--- config.mk ---
export PLATFORM = sky130hd
export DESIGN_NAME = com_loader
export DESIGN_NICKNAME = d
export VERILOG_FILES = /design/src/rtl/com_loader.sv
export SDC_FILE = /design/constraint.sdc
export NUM_CORES = 1
export LEC_CHECK = 0
export CORE_UTILIZATION = 60
export CTS_CLUSTER_SIZE = 16
export DETAILED_ROUTE_END_ITERATION = 16
export GPL_ROUTABILITY_DRIVEN = 0
export GPL_TIMING_DRIVEN = 0
export PLACE_DENSITY_LB_ADDON = 0.3
export REMOVE_ABC_BUFFERS = 1
export SETUP_SLACK_MARGIN = 0.15
export SYNTH_ARGS = -nofsm -noshare
export SYNTH_HDL_FRONTEND = slang
export SYNTH_SLANG_ARGS = --single-unit
export TNS_END_PERCENT = 20
--- constraint.sdc ---
create_clock -name clk -period 5.7 [get_ports clk]
set_clock_uncertainty 0.05 [all_clocks]
set_input_delay 0.855 -clock clk [delete_from_list [all_inputs] [get_ports clk]]
set_output_delay 0.855 -clock clk [all_outputs]
set_load 0.02 [all_outputs]
--- src/rtl/com_loader.sv ---
// Byte-stream program loader: receives a 16-bit word count and 2N data bytes,
// writes words to data memory, then runs until end_process. COM_LOADER_CHECKSUM_EN adds an XOR checksum byte.
module com_loader #(
    parameter logic [15:0] BASE_ADDR = 16'h0000,
    parameter logic [15:0] MAX_WORDS = 16'd4096
) (
    input  logic        clk,
    input  logic        rst,
    input  logic [7:0]  rx_data,
    input  logic        rx_valid,
    output logic        rx_ready,
    input  logic        end_process,
    output logic [15:0] com_data_in,
    output logic [15:0] com_addr,
    output logic        com_wr_en,
    output logic [1:0]  status,
    output logic        err
);

    // state  | meaning
    // IDLE   | no program; next byte is count high
    // CNT_HI | awaiting count high byte
    // CNT_LO | count high held, awaiting count low byte
    // DAT_HI | awaiting data high byte of word idx
    // DAT_LO | data high held, awaiting data low byte
    // CHK    | all words written, awaiting checksum byte (macro only)
    // RUN    | processor executing, byte stream blocked
    // DONE   | processor finished; next byte starts a new load
`ifdef COM_LOADER_CHECKSUM_EN
    typedef enum logic [2:0] {IDLE, CNT_HI, CNT_LO, DAT_HI, DAT_LO, RUN, DONE, CHK} state_t;
`else
    typedef enum logic [2:0] {IDLE, CNT_HI, CNT_LO, DAT_HI, DAT_LO, RUN, DONE} state_t;
`endif

    state_t      state, state_d;
    logic [7:0]  cnt_hi, cnt_hi_d;
    logic [7:0]  dat_hi, dat_hi_d;
    logic [15:0] n_words, n_words_d;
    logic [15:0] idx, idx_d;
    logic [15:0] data_q, data_d;
    logic [15:0] addr_q, addr_d;
    logic        wr_q, wr_d;
    logic        err_q, err_d;
    logic        accept;
    logic [15:0] count_w;
    logic [15:0] idx_inc;
`ifdef COM_LOADER_CHECKSUM_EN
    logic [7:0]  csum, csum_d;
`endif

    assign rx_ready    = (state != RUN);
    assign accept      = rx_valid && rx_ready;
    assign count_w     = {cnt_hi, rx_data};
    assign idx_inc     = idx + 16'd1;
    assign com_data_in = data_q;
    assign com_addr    = addr_q;
    assign com_wr_en   = wr_q;
    assign err         = err_q;

    always_comb begin
        case (state)
            IDLE:    status = 2'b00;
            RUN:     status = 2'b10;
            DONE:    status = 2'b11;
            default: status = 2'b01;
        endcase
    end

    always_comb begin
        state_d   = state;
        cnt_hi_d  = cnt_hi;
        dat_hi_d  = dat_hi;
        n_words_d = n_words;
        idx_d     = idx;
        data_d    = data_q;
        addr_d    = addr_q;
        wr_d      = 1'b0;
        err_d     = err_q;
`ifdef COM_LOADER_CHECKSUM_EN
        csum_d    = csum;
`endif
        case (state)
            IDLE, CNT_HI, DONE: begin
                if (accept) begin
                    cnt_hi_d = rx_data;
                    err_d    = 1'b0;
                    state_d  = CNT_LO;
                end
            end
            CNT_LO: begin
                if (accept) begin
                    n_words_d = count_w;
                    idx_d     = 16'd0;
`ifdef COM_LOADER_CHECKSUM_EN
                    csum_d    = 8'h00;
`endif
                    if (count_w == 16'd0) begin
`ifdef COM_LOADER_CHECKSUM_EN
                        state_d = CHK;
`else
                        state_d = RUN;
`endif
                    end else if (count_w > MAX_WORDS) begin
                        err_d   = 1'b1;
                        state_d = IDLE;
                    end else begin
                        state_d = DAT_HI;
                    end
                end
            end
            DAT_HI: begin
                if (accept) begin
                    dat_hi_d = rx_data;
`ifdef COM_LOADER_CHECKSUM_EN
                    csum_d   = csum ^ rx_data;
`endif
                    state_d  = DAT_LO;
                end
            end
            DAT_LO: begin
                if (accept) begin
                    data_d = {dat_hi, rx_data};
                    addr_d = BASE_ADDR + idx;
                    wr_d   = 1'b1;
                    idx_d  = idx_inc;
`ifdef COM_LOADER_CHECKSUM_EN
                    csum_d = csum ^ rx_data;
`endif
                    // the final word's strobe and the RUN/CHK entry share one edge
                    if (idx_inc == n_words) begin
`ifdef COM_LOADER_CHECKSUM_EN
                        state_d = CHK;
`else
                        state_d = RUN;
`endif
                    end else begin
                        state_d = DAT_HI;
                    end
                end
            end
            RUN: begin
                if (end_process)
                    state_d = DONE;
            end
`ifdef COM_LOADER_CHECKSUM_EN
            CHK: begin
                if (accept) begin
                    if (rx_data == csum) begin
                        state_d = RUN;
                    end else begin
                        err_d   = 1'b1;
                        state_d = IDLE;
                    end
                end
            end
`endif
            default: state_d = IDLE;
        endcase
    end

    always_ff @(posedge clk or posedge rst) begin
        if (rst) begin
            state   <= IDLE;
            cnt_hi  <= 8'h00;
            dat_hi  <= 8'h00;
            n_words <= 16'h0000;
            idx     <= 16'h0000;
            data_q  <= 16'h0000;
            addr_q  <= 16'h0000;
            wr_q    <= 1'b0;
            err_q   <= 1'b0;
`ifdef COM_LOADER_CHECKSUM_EN
            csum    <= 8'h00;
`endif
        end else begin
            state   <= state_d;
            cnt_hi  <= cnt_hi_d;
            dat_hi  <= dat_hi_d;
            n_words <= n_words_d;
            idx     <= idx_d;
            data_q  <= data_d;
            addr_q  <= addr_d;
            wr_q    <= wr_d;
            err_q   <= err_d;
`ifdef COM_LOADER_CHECKSUM_EN
            csum    <= csum_d;
`endif
        end
    end

endmodule

# Word-level counts from Yosys, hierarchy flattened
# Cells that the tools add are included.
# word_totals
memories	0
rom_bits	0
ramBits	0
regBits	85
word_cells	59
latch_bits	0
in_bits	12
output_inout_bits	37
# classes
n_mux	20
eq_ne	15
magnitude_cmp	1
div	0
shift	0
n_reduce_logical	13
add_sub_neg	1
n_mul	0
n_bitwise	0
# ops
op	n
two-way mux 16 bit	2
case mux 16 bit (2 select lines)	1
two-way mux 3 bit	7
adder 16 x 1 -> 16 bit (second input constant)	1
== test 16 bit	1
> comparator 16 x 13 -> 1 bit (second input constant)	1
logical NOT 16 bit	1
case mux 3 bit (5 select lines)	1
inequality test 2 bit (second input constant)	7
AND reduction 5 bit	2
== test 3 bit (second input constant)	3
AND reduction 2 bit	4
== test 3 x 2 -> 1 bit (second input constant)	2
two-way mux 1 bit	6
case mux 2 bit (3 select lines)	1
nonzero test 2 bit	2
== test 3 x 1 -> 1 bit (second input constant)	1
logical NOT 3 bit	1
inequality test 3 bit (second input constant)	1
AND reduction 3 bit	1
OR reduction 3 bit	1
two-way mux 2 bit	1
case mux 1 bit (2 select lines)	1
logical AND 1 bit	1

# Depth between registers and ports, before layout
# Gate-level depths: netlist of the first run.
# depth
word_depth	5
depth_mapped	9
mapped_depth_nobuf	7

# Least setup slack after synthesis of the first run
# No wires, ideal clock.
# synth_path
kind	input-to-reg
start	in rx_data[1]
end	reg state[1]
path_buffers	0
setup_ns	0.082
slack_ns	3.422
required_time_ns	5.568
cell_stages	6
arrival_ns	2.146
cell_sequence	nor4_1 > a31oi_1 > or3b_1 > a21oi_1 > o221ai_1 > a31oi_1
# synth_between
elab_chain_cells	5
elab_cells_between_ends	6
classes_between	order compare: 1; mux: 4; reduce/logical: 1
# synth_rtl
element	line_no	text
start, declared	9	input logic [7:0] rx_data,
> comparator 16 x 13 -> 1 bit	103	end else if (count_w > MAX_WORDS) begin
two-way mux 2 bit	103	
two-way mux 3 bit *	97	if (count_w == 16'd0) begin
two-way mux 3 bit *	91	if (accept) begin
case mux 3 bit (5 select lines) *	82	case (state)
end signal, assigned	176	state <= state_d;
end, declared	35	state_t state, state_d;
# Every way passes the cells marked *; elsewhere a longest branch is shown, timed or not. The select of a mux whose other input is x is not followed.
# A chain may end at the register's enable or synchronous reset.

# Final worst setup path of the first run
# layout_path
start	in rx_valid
end	reg idx[8]
# layout_between
elab_chain_cells	3
elab_cells_between_ends	4
classes_between	eq/ne: 2; reduce/logical: 2
# layout_rtl
element	line_no	text
start, declared	10	input logic rx_valid,
logical AND 1 bit *	52	assign accept = rx_valid && rx_ready;
inequality test 2 bit (no line)	n/a	
AND reduction 3 bit (no line) *	n/a	
end signal, assigned	180	idx <= idx_d;
end, declared	39	logic [15:0] idx, idx_d;
# Every way passes the cells marked *; elsewhere a longest branch is shown, timed or not.

==> results.yml, run 1 <==
outcome:
  outcome: "finished clean"
clocking:
  cts_made_buffers: 9
  cts-root-buf: "clkbuf_8"
  clk_latency_ns: 0.36
  clk_pin_slew_ns: 0.09
  h-tree-depth: 3
  hold_buffers: 0
  cts_setup_buffers: 0
  clock-sinks: 85
  cts_max_path_buffers: 2
  cts_tree: "done"
  cts_resized: 0
drt:
  drt-wirelength-per-cell_um: 16.8
  drtIter0Drc: 311
  via_per_inst: 6.01
  drc_errors: 0
  num_vias: 3274
  dr.pass1.iters: 7
  drt.antenna.violating_nets: 0
  drt-total-wl_um: 9150
final_layout:
  final_area_sq_mm: 0.00479
  antenna_cells: 0
  drive_above_1_share: 0.118
  nets: 476
  area_growth_pct: 16.9
  layout.cells.non_filler: 545
setup_path:
  arrival_ns: 4.46
  r2r-start: "state[1]"
  critPathKind: "in2reg"
  worst-path-buf-inv: 2
  end_kind: "flip-flop"
  crit_required_ns: 5.91
  startpoint: "rx_valid"
  crit_path_max_fanout: 57
  cpLargestDelayFamily: "simple AND/OR/NAND/NOR gates"
  startpoint_type: "input pin"
  cp_slowest_stage_delay_ns: 0.91
  slowest_stage: "inv_1"
  worstPathCellList: "clkdlybuf4s50_1, nand2b_1, or2_2, inv_1, nor2_1, o21ai_0, o31ai_1"
grt:
  overflow: 0
  grt_pass1_vias: 3279
  grt_start_max_net_pins: 71
  track_usage: 0.283
  grt_pass1_wl_um: 15800
  antenna_found_initial: 0
synth:
  ys_types: 47
  synth_top_family_by_area: "simple AND/OR/NAND/NOR gates"
  synthTopCellsByCount: "nand2_1, dfrtp_1, mux2_2"
  yosysMostFrequentCell: "nand2_1"
  synth_top_area_frac: 0.519
  synth_xor_area_frac: 0.0470
  synth-simple-area-share: 0.212
  async_reset_ff_frac: 1.00
  netlist_top_cells_area: "dfrtp_1, nand2_1, mux2_2, o21ai_0, xnor2_1"
  ys.flop_type: "dfrtp_1"
  synth.area.mux_share: 0.0879
  syn_area_sq_mm: 0.00410
  synthCells: 431
  ys_seq_area_frac: 0.519
  yosysWarningCount: 0
  synth-compound-area-share: 0.0958
  synth-edff-count: 0
  synth_top_area_cell: "dfrtp_1"
  synthAdderAreaFrac: 0.00305
  ys_ff_latch: 85
  synth_area_per_cell_sq_um: 9.51
pwr:
  power_frac_seq: 0.435
  vdd_drop_max_uv: 293
  internal-power_uw: 1440
  swShare: 0.368
  p_leak_uw: 0.00214
  p_switching_uw: 841
  p_comb_frac: 0.370
  p_clk_frac: 0.195
  pwr_density_cell_mw_per_mm2: 477
sta:
  tns_ns: 0
  hold_violations: 0
  min_period_ns: 4.25
  tightest_slew_ns: 1.28
  drv_slew: 0
  fmax_ghz: 0.235
  finalCritPeriodShare: 0.746
  relSlewSlack: 0.148
  setup_viol: 0
  rsz0062_at_grt: "no"
die:
  dieWidth_um: 84.7
  ios: 49
  initial_core_util: 0.635
  die_h_um: 84.7
  std_cell_rows: 29
  core_sq_mm: 0.00646
  dieArea_sq_mm: 0.00717
placed_design:
  dpl_cell_area_sq_mm: 0.00459
  placed_cells: 529
  hpwl_um: 6080
  portBuffers: 48
min_path:
  hold_class: "reg2reg"
  hp-start: "com_addr[15]"
job:
  maxCapViolations: 0
power groups by stage:
stage          registers, uW  logic (uW)  clock network (uW)
6_report                 993         844                 446
5_1_grt                 1020         921                 474
4_1_cts                  990         848                 449
3_5_place_dp             999         841                   0
3_3_place_gp             983         802                   0
2_1_floorplan           1040         458                   0
worst reg2reg max path: cells and delay by family, from the launching register on:
family                 cells  cell delay (ns)
buffers and inverters      2             1.13
AND/OR/NAND/NOR            3             1.78
flip-flops                 1             0.49
AO/OA/AOI/OAI              2             0.33
placed cells by master, fill, tap and decap left out, types with 4 or more instances in the layout:
cell and count:
nand2_1 118, dfrtp_1 85, clkdlybuf4s50_1 48, mux2_2 32
o21ai_0 27, nor2_1 16, a21oi_1 15, xnor2_1 13
nand3_1 10, xor2_1 9, clkbuf_8 9, nand4_1 8
inv_1 5, and3_1 5, nor4_1 5, o31ai_1 5
nand2b_1 4, a31oi_1 4, o22ai_1 4
per-stage QoR:
stage / total power, uW / worst slack [ns] / utilization / hold WS, ns
final: 2280 / 1.45 / 0.742 / 0.426
after floorplan: 1500 / 2.60 / - / 0.383
after global routing: 2420 / 1.07 / 0.742 / 0.456
after global placement: 1790 / 1.23 / 0.705 / 0.394
after CTS: 2290 / 1.48 / 0.742 / 0.432
after detailed placement: 1840 / 1.14 / 0.710 / 0.412
kinds of logic (layout without fill, tap and decap cells):
group           Yosys count  in the layout
flops                    85             85
simple gates            191            191
buf+inv                  34             71
compound gates           66             66
xor+xnor                 22             22
fa+ha+maj                 1              1
mux                      32             32
state kept, by name, summed over array words and instances (netlist names):
signal and count:
cnt_hi 8, com_addr 16, com_data_in 16, com_wr_en 1, dat_hi 8, err 1
idx 16, n_words 16, state 3
worst paths after layout:
path                              endpoint  slack, ns  cells after the start
setup reg to reg                    idx[8]       1.82                      7
setup / recovery                    idx[8]       1.45                      7
hold / removal                com_addr[15]       0.43                      2
min in group asynchronous  com_data_in[10]       0.72                      2
hold reg to reg               com_addr[15]       0.43                      2
max in group asynchronous     com_addr[13]       4.28                      3
cell type report:
cell class,instances,area [sq um]
tap,77,96.3
sequential,85,2130
clock inverter,7,81.3
timing repair buffer,49,508
fill,472,1670
inverter,6,25.0
multi-input combinational,312,1830
clock buffer,9,124
per-layer routing:
layer / share of wire / GRT usage / routed length, um / up-vias
li1: - / - / - / 1547
met1: 0.44 / 0.381 / 3980 / 1602
met2: 0.50 / 0.468 / 4620 / 111
met3: 0.048 / 0.0403 / 435 / 14
met4: 0.012 / 0.112 / 114 / 0
met5: 0 / 0 / 0 / -
No activity file was read; power rests on OpenSTA's default activity.
==> inputs of run 2 (changes only) <==
--- a/config.mk
+++ b/config.mk
@@ -5,7 +5,7 @@
 export SDC_FILE = /design/constraint.sdc
 export NUM_CORES = 1
 export LEC_CHECK = 0
-export CORE_UTILIZATION = 60
+export CORE_UTILIZATION = 56
 export CTS_CLUSTER_SIZE = 16
 export DETAILED_ROUTE_END_ITERATION = 16
 export GPL_ROUTABILITY_DRIVEN = 0
==> constraint.sdc (replaced) <==
create_clock -name clk -period 4.35 [get_ports clk]
set_clock_uncertainty 0.05 [all_clocks]
set_input_delay 0.6525 -clock clk [delete_from_list [all_inputs] [get_ports clk]]
set_output_delay 0.6525 -clock clk [all_outputs]
set_load 0.02 [all_outputs]
==> run 2 against run 1 <==
First-iteration DRC count is 16% higher. Sequential power up 30%. Routed wire length down 2.1%. Hold slack got worse by 0.0043 ns. Design area increased by 0.78%. Clock-buffer cell count grew 2. Die area up 7.0%. Non-clock buffer count rose by 1. Register-to-register slack worse by 0.69 ns. Worst setup slack got worse by 0.50 ns. Clock power grew 22%. Largest cell class unchanged. Highest routed layer unchanged.
==> results.yml, run 2 (synthesis gave the netlist of run 1 again) <==
drt:
  dr.pass1.iters: 5
  drc_errors: 0
  drt.antenna.violating_nets: 0
  via_per_inst: 5.73
  num_vias: 3246
  drt-total-wl_um: 8960
  drtIter0Drc: 362
  drt-wirelength-per-cell_um: 15.8
setup_path:
  critPathKind: "in2reg"
  crit_path_max_fanout: 58
  crit_required_ns: 4.59
  arrival_ns: 3.64
  r2r-end: "idx[6]"
  cpLargestDelayFamily: "simple AND/OR/NAND/NOR gates"
  cp_common_cell: "o21ai_0"
  reg2reg_depth: 7
  r2r-start: "state[1]"
  worst-path-buf-inv: 2
  startpoint_type: "input pin"
  slowest_stage: "nor2_1"
  cp_slowest_stage_delay_ns: 0.76
  r2r_slack_ns: 1.13
  worstPathCellList: "clkdlybuf4s50_1, nand2b_1, or2_4, clkinvlp_4, nor2_1, o21ai_0, o21ai_0"
  end_kind: "flip-flop"
die:
  ios: 49
  die_h_um: 87.6
  dieWidth_um: 87.6
  initial_core_util: 0.590
  std_cell_rows: 30
  dieArea_sq_mm: 0.00767
  core_sq_mm: 0.00694
outcome:
  outcome: "finished clean"
final_layout:
  multi_input_area_sq_mm: 0.00183
  drive_above_1_share: 0.123
  n_fill_cell: 542
  final_cell_mix: "nand2_1, dfrtp_1, clkdlybuf4s50_1"
  nets: 478
  seq_area_sq_mm: 0.00213
  antenna_cells: 0
  area_growth_pct: 17.8
  final_common_cell: "nand2_1"
  final_area_sq_mm: 0.00483
sta:
  min_period_ns: 3.40
  setup_viol: 0
  tightest_slew_ns: 0.873
  relSlewSlack: 0.415
  drv_slew: 0
  tns_ns: 0
  rsz0062_at_grt: "no"
  hold_violations: 0
  finalCritPeriodShare: 0.781
  holdWs_ns: 0.422
  fmax_ghz: 0.294
min_path:
  hold_class: "reg2reg"
  worstHoldEndpoint: "com_data_in[13]"
  hp-start: "dat_hi[5]"
  worstHoldPathCells: 2
clocking:
  cts_made_buffers: 9
  clock-sinks: 85
  hold_buffers: 0
  clk_latency_ns: 0.36
  clk_pin_slew_ns: 0.09
  h-tree-depth: 3
  cts_tree: "done"
  cts_max_path_buffers: 2
  cts_resized: 0
  cts_setup_buffers: 0
  cts-root-buf: "clkbuf_8"
pwr:
  p_leak_uw: 0.00213
  pwr_density_cell_mw_per_mm2: 610
  power_uw: 2950
  vdd_drop_max_uv: 423
grt:
  overflow: 0
  track_usage: 0.254
  grt_pass1_vias: 3037
  grt_pass1_wl_um: 14800
  grt_start_max_net_pins: 58
  antenna_found_initial: 0
placed_design:
  hpwl_um: 5880
  dpl_cell_area_sq_mm: 0.00462
  portBuffers: 48
job:
  maxCapViolations: 0
-- run 2: cell count changes in the layout (fill, tap and decap cells not counted), sizes merged --
cell / previous run / this run
inv: 9 / 7
clkbuf: 9 / 11
clkinvlp: 1 / 4
clkinv: 2 / 1
buf: 1 / 2
bufinv: 1 / 0
-- run 2: worst max-delay path by stage --
stage | slack (ns) | cells past startpoint | to | start
finish | 0.95 | 7 | idx[6] | rx_valid
global route | 0.75 | 7 | idx[6] | rx_valid
CTS | 0.35 | 7 | idx[6] | rx_valid
detailed placement | -0.04 | 7 | idx[6] | rx_valid
global placement | 0.05 | 7 | idx[8] | rx_valid
floorplan | 1.45 | 1 | cnt_hi[0] | rst
-- run 2: final cells by class --
class | count | area share
flip-flops and latches | 85 | 0.441
multi-input cells | 312 | 0.379
repair buffers | 50 | 0.108
clock buffers | 11 | 0.0314
well taps | 96 | 0.0249
clock inverters | 5 | 0.00855
inverters | 6 | 0.00596
repair inverters | 1 | 0.00104
-- run 2: tightest hold or removal path, cell delays in order (launching register included) --
cell,delay [ns]
dfrtp_1,0.35
nand2_1,0.05
nand2_1,0.05
-- run 2: metrics by stage --
stage / util / std cells / setup WS, ns
floorplan: - / 403 / 1.45
global placement: 0.659 / 547 / 0.0483
detailed placement: 0.666 / 549 / -0.0367
CTS: 0.694 / 565 / 0.355
global route: 0.695 / 566 / 0.749
finish: 0.695 / 566 / 0.953
-- run 2: where the power goes --
part / leakage (uW) / internal [uW] / switching [uW]
Clock: 0.0000926 / 244 / 299
Combinational: 0.000946 / 561 / 548
Sequential: 0.00109 / 1070 / 230
Total: 0.00213 / 1870 / 1080
-- run 2: routing by layer --
metal / track usage / vias up / share of wire
met4: 0.0864 / 0 / 0.014
met1: 0.353 / 1578 / 0.45
met5: 0 / - / 0
met3: 0.0594 / 14 / 0.055
li1: - / 1544 / -
met2: 0.396 / 110 / 0.48
==> inputs of run 3 (changes only) <==
--- a/config.mk
+++ b/config.mk
@@ -5,7 +5,7 @@
 export SDC_FILE = /design/constraint.sdc
 export NUM_CORES = 1
 export LEC_CHECK = 0
-export CORE_UTILIZATION = 56
+export CORE_UTILIZATION = 50
 export CTS_CLUSTER_SIZE = 16
 export DETAILED_ROUTE_END_ITERATION = 16
 export GPL_ROUTABILITY_DRIVEN = 0
==> constraint.sdc (replaced) <==
create_clock -name clk -period 3 [get_ports clk]
set_clock_uncertainty 0.05 [all_clocks]
set_input_delay 0.45 -clock clk [delete_from_list [all_inputs] [get_ports clk]]
set_output_delay 0.45 -clock clk [all_outputs]
set_load 0.02 [all_outputs]
==> run 3 against run 2 <==
Clock power rose by 67%. Hold slack got worse by 0.018 ns. Die area grew 12%.
==> results.yml, run 3 (synthesis gave the netlist of run 1 again) <==
outcome:
  outcome: "finished clean"
final_layout:
  final_core_util: 0.622
  final_common_cell: "nand2_1"
  drive_above_1_share: 0.129
  nets: 480
  layout.cells.non_filler: 574
  final_cell_mix: "nand2_1, dfrtp_1, clkdlybuf4s50_1"
  area_growth_pct: 19.1
  antenna_cells: 0
pwr:
  p_leak_uw: 0.00215
  vdd_drop_max_uv: 559
  pwr_density_cell_mw_per_mm2: 900
sta:
  finalCritPeriodShare: 0.869
  hold_violations: 0
  drv_slew: 0
  holdWs_ns: 0.403
  relSlewSlack: 0.567
  min_period_ns: 2.61
  fmax_ghz: 0.384
  tns_ns: 0
  rsz0062_at_grt: "no"
  setup_viol: 0
  fin_ws_ns: 0.394
  tightest_slew_ns: 0.650
setup_path:
  r2r_slack_ns: 0.39
  startpoint_type: "flip-flop"
  end_kind: "flip-flop"
  arrival_ns: 2.81
  critPathKind: "reg2reg"
  crit_required_ns: 3.20
  crit_path_max_fanout: 30
clocking:
  cts_made_buffers: 9
  clock-sinks: 85
  cts_tree: "done"
  clk_pin_slew_ns: 0.09
  cts_setup_buffers: 0
  hold_buffers: 0
  cts-root-buf: "clkbuf_8"
  h-tree-depth: 3
  clk_latency_ns: 0.36
  cts_max_path_buffers: 2
grt:
  track_usage: 0.231
  grt_pass1_vias: 3068
  grt_start_max_net_pins: 60
  busiest_layer: "met2"
  overflow: 0
  grt_util_met1: 0.320
  grt_use_met3: 0.0361
  use_met2: 0.359
  antenna_found_initial: 0
  grt_pass1_wl_um: 15200
drt:
  num_vias: 3195
  drt-total-wl_um: 9220
  drtIter0Drc: 166
  dr.pass1.iters: 4
  drt-wirelength-per-cell_um: 16.1
  drc_errors: 0
  via_per_inst: 5.57
  drt.antenna.violating_nets: 0
placed_design:
  portBuffers: 48
  hpwl_um: 5720
  pre_cts_slack_ns: -1.18
  placed_cells: 555
die:
  core_sq_mm: 0.00785
  die_h_um: 92.5
  std_cell_rows: 32
  dieArea_sq_mm: 0.00856
  initial_core_util: 0.522
  dieWidth_um: 92.5
  ios: 49
min_path:
  hold_class: "in2async"
job:
  maxCapViolations: 0
-- run 3: cell types whose count changed in the layout (fill, tap and decap cells not counted) --
| cell | previous run | this run |
|---|---|---|
| nor2_1 | 16 | 15 |
| inv_6 | 2 | 1 |
| nor2_2 | 1 | 2 |
| clkinv_2 | 0 | 1 |
| or2_2 | 0 | 1 |
| clkinv_4 | 1 | 2 |
| bufinv_16 | 0 | 2 |
| clkbuf_8 | 11 | 9 |
-- run 3: cell type report --
| type | count | area, sq um |
|---|---|---|
| clock buffers | 9 | 124 |
| clock inverters | 7 | 98.8 |
| fillers | 694 | 2970 |
| inverters | 6 | 28.8 |
| multi-input cells | 313 | 1840 |
| flip-flops and latches | 85 | 2130 |
| well taps | 102 | 128 |
| repair buffers | 50 | 523 |
| repair inverters | 2 | 12.5 |
-- run 3: power breakdown --
| group | switching [uW] | internal [uW] | total, uW | leakage, uW |
|---|---|---|---|---|
| clock network | 436 | 473 | 909 | 0.000110 |
| logic | 804 | 816 | 1620 | 0.000948 |
| registers | 323 | 1540 | 1870 | 0.00109 |
| total | 1560 | 2830 | 4400 | 0.00215 |
-- run 3: worst paths after layout --
kind | startpoint | endpoint | cells after the start
setup / recovery | state[1] | idx[11] | 7
hold / removal | rst | dat_hi[2] | 2
setup reg to reg | state[1] | idx[11] | 7
hold reg to reg | dat_hi[7] | com_data_in[15] | 2
max in group asynchronous | rst | cnt_hi[3] | 3
min in group clk | dat_hi[7] | com_data_in[15] | 2
-- run 3: critical path: stages (launching register included) --
cell and delay, ns:
dfrtp_1 0.51, inv_1 0.19, nand2_1 0.19, or2_4 0.43
clkinvlp_4 0.39, nor2_2 0.45, o21ai_0 0.16, o31ai_1 0.10
-- run 3: repair_timing --
item / 4_1_cts / 5_1_grt
gates resized for setup: 4 / 0
setup endpoints to repair: 44 / 12
cloned: 2 / 1
-- run 3: per-stage QoR --
stage	power (uW)	area (sq um)
2_1_floorplan	2850	3980
3_3_place_gp	3390	4580
3_5_place_dp	3480	4630
4_1_cts	4400	4880
5_1_grt	4660	4880
6_report	4400	4880
-- run 3: layer usage --
metal,part of all wire,up-vias
met5,0,-
met4,0.017,0
met3,0.061,13
met2,0.47,104
met1,0.45,1525
li1,-,1553
